File: config.mk
export PLATFORM = sky130hd
export DESIGN_NAME = lsu
export DESIGN_NICKNAME = d
export VERILOG_FILES = /design/src/rtl/lsu_pkg.sv /design/src/rtl/lsu_align.sv /design/src/rtl/lsu.sv
export SDC_FILE = /design/constraint.sdc
export NUM_CORES = 1
export LEC_CHECK = 0
export ABC_AREA = 0
export BUFFER_PORTS_ARGS = -buffer_cell sky130_fd_sc_hd__buf_2
export CORE_MARGIN = 2
export CORE_UTILIZATION = 50
export DETAILED_ROUTE_END_ITERATION = 8
export PLACE_DENSITY = 0.88
export SLEW_MARGIN = 20
export SYNTH_ARGS = -nofsm -noshare
export SYNTH_HDL_FRONTEND = slang
export SYNTH_SLANG_ARGS = --single-unit
File: constraint.sdc
create_clock -name clock -period 2.7 [get_ports clock]
set_input_delay 0.405 -clock clock [delete_from_list [all_inputs] [get_ports clock]]
set_output_delay 0.405 -clock clock [all_outputs]
set_load 0.02 [all_outputs]
File: src/rtl/lsu_pkg.sv
// Shared definitions for the load/store unit: funct3 encodings, FSM state type
// and the request legality helpers.
package lsu_pkg;

  localparam logic [2:0] F3_LB  = 3'b000;
  localparam logic [2:0] F3_LH  = 3'b001;
  localparam logic [2:0] F3_LW  = 3'b010;
  localparam logic [2:0] F3_LBU = 3'b100;
  localparam logic [2:0] F3_LHU = 3'b101;
  localparam logic [2:0] F3_SB  = 3'b000;
  localparam logic [2:0] F3_SH  = 3'b001;
  localparam logic [2:0] F3_SW  = 3'b010;

  typedef enum logic [1:0] {
    S_IDLE = 2'd0,
    S_REQ  = 2'd1,
    S_WAIT = 2'd2,
    S_RESP = 2'd3
  } state_e;

  // Stores only have SB/SH/SW; loads additionally allow LBU/LHU.
  function automatic logic f3_illegal(input logic [2:0] f3, input logic store);
    if (store) return f3[2] || (f3[1:0] == 2'b11);
    return (f3 == 3'b011) || (f3 == 3'b110) || (f3 == 3'b111);
  endfunction

  function automatic logic f3_misaligned(input logic [2:0] f3, input logic [1:0] a);
    return ((f3[1:0] == 2'b01) && a[0]) || ((f3[1:0] == 2'b10) && (a != 2'b00));
  endfunction

endpackage

File: src/rtl/lsu_align.sv
// Byte-lane steering: store data shift and write mask, load lane extract and
// sign/zero extension. Purely combinational.
module lsu_align
  import lsu_pkg::*;
#(
  parameter int XLEN = 32
) (
  input  logic [2:0]      funct3,
  input  logic [1:0]      addr_lo,
  input  logic [XLEN-1:0] wdata,
  input  logic [XLEN-1:0] rdata,
  output logic [XLEN-1:0] wdata_sh,
  output logic [3:0]      wmask,
  output logic [XLEN-1:0] rdata_ext
);

  logic [7:0]      mask_wide;
  logic [XLEN-1:0] rsh;

  always_comb begin
    wdata_sh  = wdata << (8 * addr_lo);
    mask_wide = 8'h00;
    case (funct3[1:0])
      2'b00:   mask_wide = 8'b0000_0001 << addr_lo;
      2'b01:   mask_wide = 8'b0000_0011 << addr_lo;
      default: mask_wide = 8'b0000_1111;
    endcase
    // Lanes pushed past byte 3 by a misaligned access are dropped.
    wmask = mask_wide[3:0];

    rsh = rdata >> (8 * addr_lo);
    case (funct3)
      F3_LB:   rdata_ext = {{(XLEN-8){rsh[7]}}, rsh[7:0]};
      F3_LH:   rdata_ext = {{(XLEN-16){rsh[15]}}, rsh[15:0]};
      F3_LBU:  rdata_ext = {{(XLEN-8){1'b0}}, rsh[7:0]};
      F3_LHU:  rdata_ext = {{(XLEN-16){1'b0}}, rsh[15:0]};
      default: rdata_ext = rsh;
    endcase
  end

endmodule

File: src/rtl/lsu.sv
// Load/store unit: IDLE -> REQ -> WAIT -> RESP handshake to data memory.
// Define LSU_MISALIGN_CHECK_EN to fault misaligned half/word accesses.
module lsu
  import lsu_pkg::*;
#(
  parameter int XLEN    = 32,
  parameter int TIMEOUT = 255
) (
  input  logic            clock,
  input  logic            reset,
  input  logic            in_valid,
  output logic            in_ready,
  input  logic [XLEN-1:0] in_addr,
  input  logic [XLEN-1:0] in_wdata,
  input  logic [2:0]      in_funct3,
  input  logic            in_store,
  output logic            mem_req,
  output logic            mem_wen,
  output logic [XLEN-1:0] mem_addr,
  output logic [XLEN-1:0] mem_wdata,
  output logic [7:0]      mem_wmask,
  input  logic            mem_resp,
  input  logic [XLEN-1:0] mem_rdata,
  output logic            out_valid,
  input  logic            out_ready,
  output logic [XLEN-1:0] out_rdata,
  output logic            out_fault
);

  localparam int CW = $clog2(TIMEOUT + 1);

  state_e          state_q, state_d;
  logic [CW-1:0]   cnt_q, cnt_d;
  logic [XLEN-1:0] addr_q, addr_d;
  logic [XLEN-1:0] wdata_q, wdata_d;
  logic [XLEN-1:0] rdata_q, rdata_d;
  logic [2:0]      f3_q, f3_d;
  logic            store_q, store_d;
  logic            fault_q, fault_d;
  logic            early_fault;

  logic [XLEN-1:0] wdata_sh, rdata_ext;
  logic [3:0]      wmask;

  lsu_align #(.XLEN(XLEN)) u_align (
    .funct3    (f3_q),
    .addr_lo   (addr_q[1:0]),
    .wdata     (wdata_q),
    .rdata     (rdata_q),
    .wdata_sh  (wdata_sh),
    .wmask     (wmask),
    .rdata_ext (rdata_ext)
  );

  always_comb begin
`ifdef LSU_MISALIGN_CHECK_EN
    early_fault = f3_illegal(in_funct3, in_store) || f3_misaligned(in_funct3, in_addr[1:0]);
`else
    early_fault = f3_illegal(in_funct3, in_store);
`endif
  end

  always_comb begin
    state_d = state_q;
    cnt_d   = cnt_q;
    addr_d  = addr_q;
    wdata_d = wdata_q;
    rdata_d = rdata_q;
    f3_d    = f3_q;
    store_d = store_q;
    fault_d = fault_q;
    case (state_q)
      S_IDLE: if (in_valid) begin
        addr_d  = in_addr;
        wdata_d = in_wdata;
        f3_d    = in_funct3;
        store_d = in_store;
        rdata_d = '0;
        cnt_d   = '0;
        fault_d = early_fault;
        state_d = early_fault ? S_RESP : S_REQ;
      end
      S_REQ: begin
        cnt_d   = '0;
        state_d = S_WAIT;
      end
      // A response on the final counted cycle still wins over the timeout.
      S_WAIT: begin
        if (mem_resp) begin
          rdata_d = mem_rdata;
          state_d = S_RESP;
        end else if (cnt_q == CW'(TIMEOUT - 1)) begin
          fault_d = 1'b1;
          state_d = S_RESP;
        end else begin
          cnt_d = cnt_q + 1'b1;
        end
      end
      default: if (out_ready) state_d = S_IDLE;
    endcase
  end

  always_ff @(posedge clock) begin
    if (reset) begin
      state_q <= S_IDLE;
      cnt_q   <= '0;
      addr_q  <= '0;
      wdata_q <= '0;
      rdata_q <= '0;
      f3_q    <= '0;
      store_q <= 1'b0;
      fault_q <= 1'b0;
    end else begin
      state_q <= state_d;
      cnt_q   <= cnt_d;
      addr_q  <= addr_d;
      wdata_q <= wdata_d;
      rdata_q <= rdata_d;
      f3_q    <= f3_d;
      store_q <= store_d;
      fault_q <= fault_d;
    end
  end

  assign in_ready  = (state_q == S_IDLE);
  assign mem_req   = (state_q == S_REQ);
  assign mem_wen   = mem_req & store_q;
  assign mem_addr  = {addr_q[XLEN-1:2], 2'b00};
  assign mem_wdata = store_q ? wdata_sh : '0;
  assign mem_wmask = {4'b0000, (store_q ? wmask : 4'b0000)};
  assign out_valid = (state_q == S_RESP);
  assign out_fault = out_valid & fault_q;
  assign out_rdata = (out_valid && !store_q && !fault_q) ? rdata_ext : '0;

endmodule

# After elaboration in Yosys (flattened, before gate mapping)
# Index checks and enable logic that the tools add are counted.
# word_totals
ff_bits,111
in_bits,105
output_inout_bits,109
elab_cells,76
# classes
add_sub_neg,1
eq_ne,18
shifts,4
mux,25
bitwise,2
reduce_logical,18
# ops
cell,n
two-way mux 32 bit,4
case mux 32 bit (4 select lines),1
case mux 32 bit (2 select lines),1
left shift 32 x 5 -> 32 bit,1
right shift 32 x 5 -> 32 bit,1
two-way mux 8 bit,3
case mux 8 bit (3 select lines),1
"equality test 3 bit, second input constant",4
two-way mux 2 bit,5
"inequality test 2 bit, second input constant",5
"adder 8 x 1 -> 8 bit, second input constant",1
"equality test 8 bit, second input constant",1
case mux 4 bit (2 select lines),1
AND reduction 4 bit,2
"equality test 2 bit, second input constant",3
two-way mux 1 bit,6
case mux 2 bit (3 select lines),1
AND reduction 3 bit,2
"equality test 2 x 1 -> 1 bit, second input constant",2
logical NOT 2 bit,2
two-way mux 4 bit,1
nonzero test 4 bit,1
"left shift 1 x 2 -> 4 bit, first input constant",1
"left shift 2 x 2 -> 4 bit, first input constant",1
other kinds (12),17

# Depth between registers and ports, before layout
# depth
depth_word,7
ltp_mapped,8
ltp_nobuf,6

# Cells and area by module
# Synthesis repeated with hierarchy kept, for this count alone.
# unflattened
hier_cells,821
hier_area_um2,6236.0
# modules_own_cells
mod,n_inst,cells_each,area_each_um2,seq_area_each_um2
lsu,1,607,4887.2,2222.1
lsu_align,1,214,1348.8,0.0

# Worst setup path after synthesis
# Ideal clock, no wire load.
# synth_path
path_type,register -> output
from,register state_q[0]
to,output out_rdata[16]
t_arrival_ns,1.978
required_ns,2.295
setup_slack_ns,0.317
stages_incl_launch_ff,7
path_buffers,2
cell_sequence,dfxtp_1 > ha_1 > or3b_1 > buf_6 > or3b_1 > buf_6 > o21ai_2
# synth_between
elab_chain_len,4
# synth_rtl
element,line_no,rtl
start: declaration,lsu.sv:32,"state_e state_q, state_d;"
start signal: assignment,lsu.sv:114,state_q <= state_d;
equality test 2 bit,lsu.sv:131,assign out_valid = (state_q == S_RESP);
via out_valid,lsu.sv:24,"output logic out_valid,"
logical AND 1 bit (2 in a row),lsu.sv:133,assign out_rdata = (out_valid && !store_q && !fault_q) ? rdata_ext : '0;
two-way mux 32 bit,lsu.sv:133,
end: declaration,lsu.sv:26,"output logic [XLEN-1:0] out_rdata,"
# The timed path passes the listed nets, and every way through them passes these cells.

# Worst setup path after layout
# layout_path
from,register state_q[0]
to,output out_rdata[22]
# layout_between
elab_chain_len,4
# layout_rtl
element,line_no
equality test 2 bit,lsu.sv:131
logical AND 1 bit (2 in a row),lsu.sv:133
two-way mux 32 bit,lsu.sv:133
# No other way between the ends.

==> metrics <==
Root Buffer Master sky130_fd_sc_hd__clkbuf_16; routability-driven placement congestion ratio 0.940; clock tree sinks roughly 110; Placeable Area approximately 0.011 mm²; number of flops mapped to enable cells by yosys 0; gr usage total 0.266; Switch Pwr approximately 2 mW; number of endpoints with negative hold slack in the final report 0; cell area after synthesis 0.00590 mm²; number of clock buffers inserted by TritonCTS 9; run status finished, final reports clean; critical path peak fanout 8; Distinct cells, synth 48; share of async-settable or async-resettable flops after synthesis 0; fraction of layout instances using a drive strength above 1 0.310; sequential share of the synthesized area 0.376; critical path startpoint category flip-flop; prevailing post-synth register cell sky130_fd_sc_hd__dfxtp_1; net count reported at finish between 1000 and 1500; CTS tree yes; VDD IR max 422 µV; height of the chip 113 µm; Yosys warning total 0; measured slew at the worst slew-check pin 0.583 ns; post-detailed-routing wire length 17.4 mm; Clock Latency Late Sink about 0.36 ns; leftover overflow at the end of global routing 0; source of the worst register-to-register timing path state_q[0]; switching share of total power 0.368; DRC viols 0; required arrival time at the worst endpoint 2.30 ns; initial antenna violation count 2; proportion of power drawn by flip-flops and latches 0.393; GR Util met1 0.319; die footprint 0.0127 mm²; static leakage power 3.32 nW; Routed WL per cell about 16 µm; kind of critical path flip-flop to output pin; number of nets with antenna violations after routing 0; number of hold-repair buffers added at the cts stage 0; syn avg cell area between 7 and 8 µm²; number of flip-flops and latches in the synthesized netlist 111; detailed-placement wirelength estimate approximately 12 mm; worst slew slack as a fraction of its limit 0.611; minimum clock period after layout 2.70 ns; met2 capacity usage during global routing 0.455; DRC marker count from the first detailed-route iteration 449; global-route wire length before repair 26.7 mm; worst min-delay path category primary input to flip-flop; arrival time at the worst endpoint 2.29 ns; Period Utilization, post-route 1.00; Finished Layout Cells 1058; Fin Setup TNS 0 ns; htree depth 3; maximum number of pins on one net before global-route repair 58; Port Buf Inserts 207; via/cell ratio 5.48; Final Power 5.29 mW; most common cell after layout, fill and taps aside sky130_fd_sc_hd__buf_2; total via count after detailed routing 5798; maximum clock insertion buffer count 2; die extent in x 113 µm; number of global-route vias before repair approximately 5300; clk slew on worst S/H paths 0.07 ns; Peak Freq 370 MHz; Slew Limit Fails 0; design internal power between 3 and 4 mW; most frequent cells in the layout sky130_fd_sc_hd__buf_2 (197), sky130_fd_sc_hd__nand2_1 (175), sky130_fd_sc_hd__dfxtp_1 (107); global-route layer with the greatest usage met2; part of the power in combinational logic 0.337; DRT Pass-1 Iters 5; share of total power in the clock network 0.270; startpoint of the worst setup timing path state_q[0]; number of placed instances with taps included about 1000; synthesis-to-layout area growth 22.2%; maximum capacitance violations 0; skew final approximately 0.0074 ns; standard-cell rows 39; number of instances in the synthesized netlist 757; min-delay src in_wdata[26]; global routing usage on met3 0.0616; category of the worst setup path capture point output pin; final setup violation count 0; Initial Util 0.515; number of top-level design ports 214; power per unit of standard cell area 733 mW/mm²
power by group through the flow:
stage	Combinational, mW	Clock, mW	Sequential (mW)
3_5_place_dp	1.72	0	2.12
2_1_floorplan	1.35	0	2.03
3_3_place_gp	1.69	0	2.10
6_report	1.78	1.43	2.08
4_1_cts	1.78	1.44	2.08
5_1_grt	1.95	1.53	2.11
layer usage:
metal,share of wire,vias to the layer above
met4,0.026,0
li1,-,2833
met1,0.39,2668
met2,0.50,264
met5,0,-
met3,0.083,33
worst max-delay path: stages, from the launching register on:
cell and delay [ns]:
sky130_fd_sc_hd__dfxtp_2 0.33, sky130_fd_sc_hd__ha_2 0.19, sky130_fd_sc_hd__or3b_4 0.43, sky130_fd_sc_hd__buf_12 0.15, sky130_fd_sc_hd__or3b_4 0.45, sky130_fd_sc_hd__o21ai_2 0.20
sky130_fd_sc_hd__buf_4 0.17
repair_timing:
item	in CTS	in global routing
endpoints found under the setup margin	16	16
resized for setup	15	2
gates cloned	1	0
buffers inserted	4	2
pin swaps	2	3
logic make-up after synthesis:
logic type / count (synthesis) / share of synthesized area
buffers and inverters: 107 / 0.0981
muxes: 48 / 0.0863
DFF: 111 / 0.376
adders and majority gates: 7 / 0.0148
and+or+nand+nor: 298 / 0.223
AOI/OAI and AO/OA: 185 / 0.201
other: 1 / 0.000635
worst paths after layout:
| check | to | slack, ns | cells past startpoint |
|---|---|---|---|
| max | out_rdata[22] | 0.0004 | 6 |
| min | wdata_q[26] | 0.28 | 3 |
| max reg2reg | cnt_q[7] | 0.64 | 7 |
| min reg2reg | addr_q[9] | 0.45 | 2 |
sequential cells by signal, indices dropped and copies added, names as in the netlist:
| register | count |
|---|---|
| wdata_q | 32 |
| cnt_q | 8 |
| rdata_q | 32 |
| state_q | 2 |
| addr_q | 32 |
| fault_q | 1 |
| f3_q | 3 |
| store_q | 1 |
cells in the mapped netlist (2+ instances only):
library cell | instances | area (µm²)
sky130_fd_sc_hd__nand2b_1 | 3 | 18.8
sky130_fd_sc_hd__mux2_2 | 13 | 146
sky130_fd_sc_hd__o21ai_0 | 18 | 90.1
sky130_fd_sc_hd__nand2_1 | 176 | 661
sky130_fd_sc_hd__a311oi_1 | 2 | 17.5
sky130_fd_sc_hd__inv_1 | 11 | 41.3
sky130_fd_sc_hd__a211oi_1 | 17 | 128
sky130_fd_sc_hd__o21a_1 | 4 | 30.0
sky130_fd_sc_hd__and4_1 | 2 | 17.5
sky130_fd_sc_hd__mux2i_1 | 34 | 340
sky130_fd_sc_hd__nor2_1 | 61 | 229
sky130_fd_sc_hd__o211a_1 | 8 | 80.1
sky130_fd_sc_hd__and2_1 | 20 | 125
sky130_fd_sc_hd__buf_4 | 37 | 278
sky130_fd_sc_hd__or4_1 | 2 | 15.0
sky130_fd_sc_hd__a22oi_1 | 32 | 240
sky130_fd_sc_hd__a21oi_1 | 84 | 420
sky130_fd_sc_hd__ha_1 | 7 | 87.6
sky130_fd_sc_hd__o31ai_1 | 3 | 22.5
sky130_fd_sc_hd__o41ai_1 | 2 | 17.5
sky130_fd_sc_hd__nor2b_1 | 10 | 62.6
sky130_fd_sc_hd__or3b_1 | 2 | 17.5
sky130_fd_sc_hd__dfxtp_1 | 111 | 2220
sky130_fd_sc_hd__buf_6 | 3 | 33.8
sky130_fd_sc_hd__buf_2 | 13 | 65.1
sky130_fd_sc_hd__o21ai_2 | 8 | 70.1
sky130_fd_sc_hd__clkbuf_1 | 36 | 135
sky130_fd_sc_hd__and3_1 | 10 | 62.6
sky130_fd_sc_hd__nand3_1 | 2 | 10.0
sky130_fd_sc_hd__nand4_1 | 2 | 12.5
sky130_fd_sc_hd__buf_1 | 7 | 26.3
metrics by stage:
step | setup WS (ns) | hold slack, ns | area (µm²) | util
finish | 0.000405 | 0.275 | 7210 | 0.629
global route | -0.0169 | 0.279 | 7210 | 0.629
CTS | 0.0137 | 0.272 | 7180 | 0.626
detailed placement | 0.175 | 0.443 | 6770 | 0.590
global placement | 0.247 | 0.438 | 6770 | 0.590
floorplan | 0.317 | 0.434 | 5920 | -
final cells by class:
cell class | count | area, µm²
inverters | 11 | 41.3
flip-flops and latches | 111 | 2230
repair buffers | 231 | 1280
clock inverters | 4 | 80.1
well taps | 143 | 179
multi-input cells | 545 | 3170
clock buffers | 11 | 233
fillers | 1029 | 4260
diodes | 2 | 5.00
(Power assumes the default switching activity.)
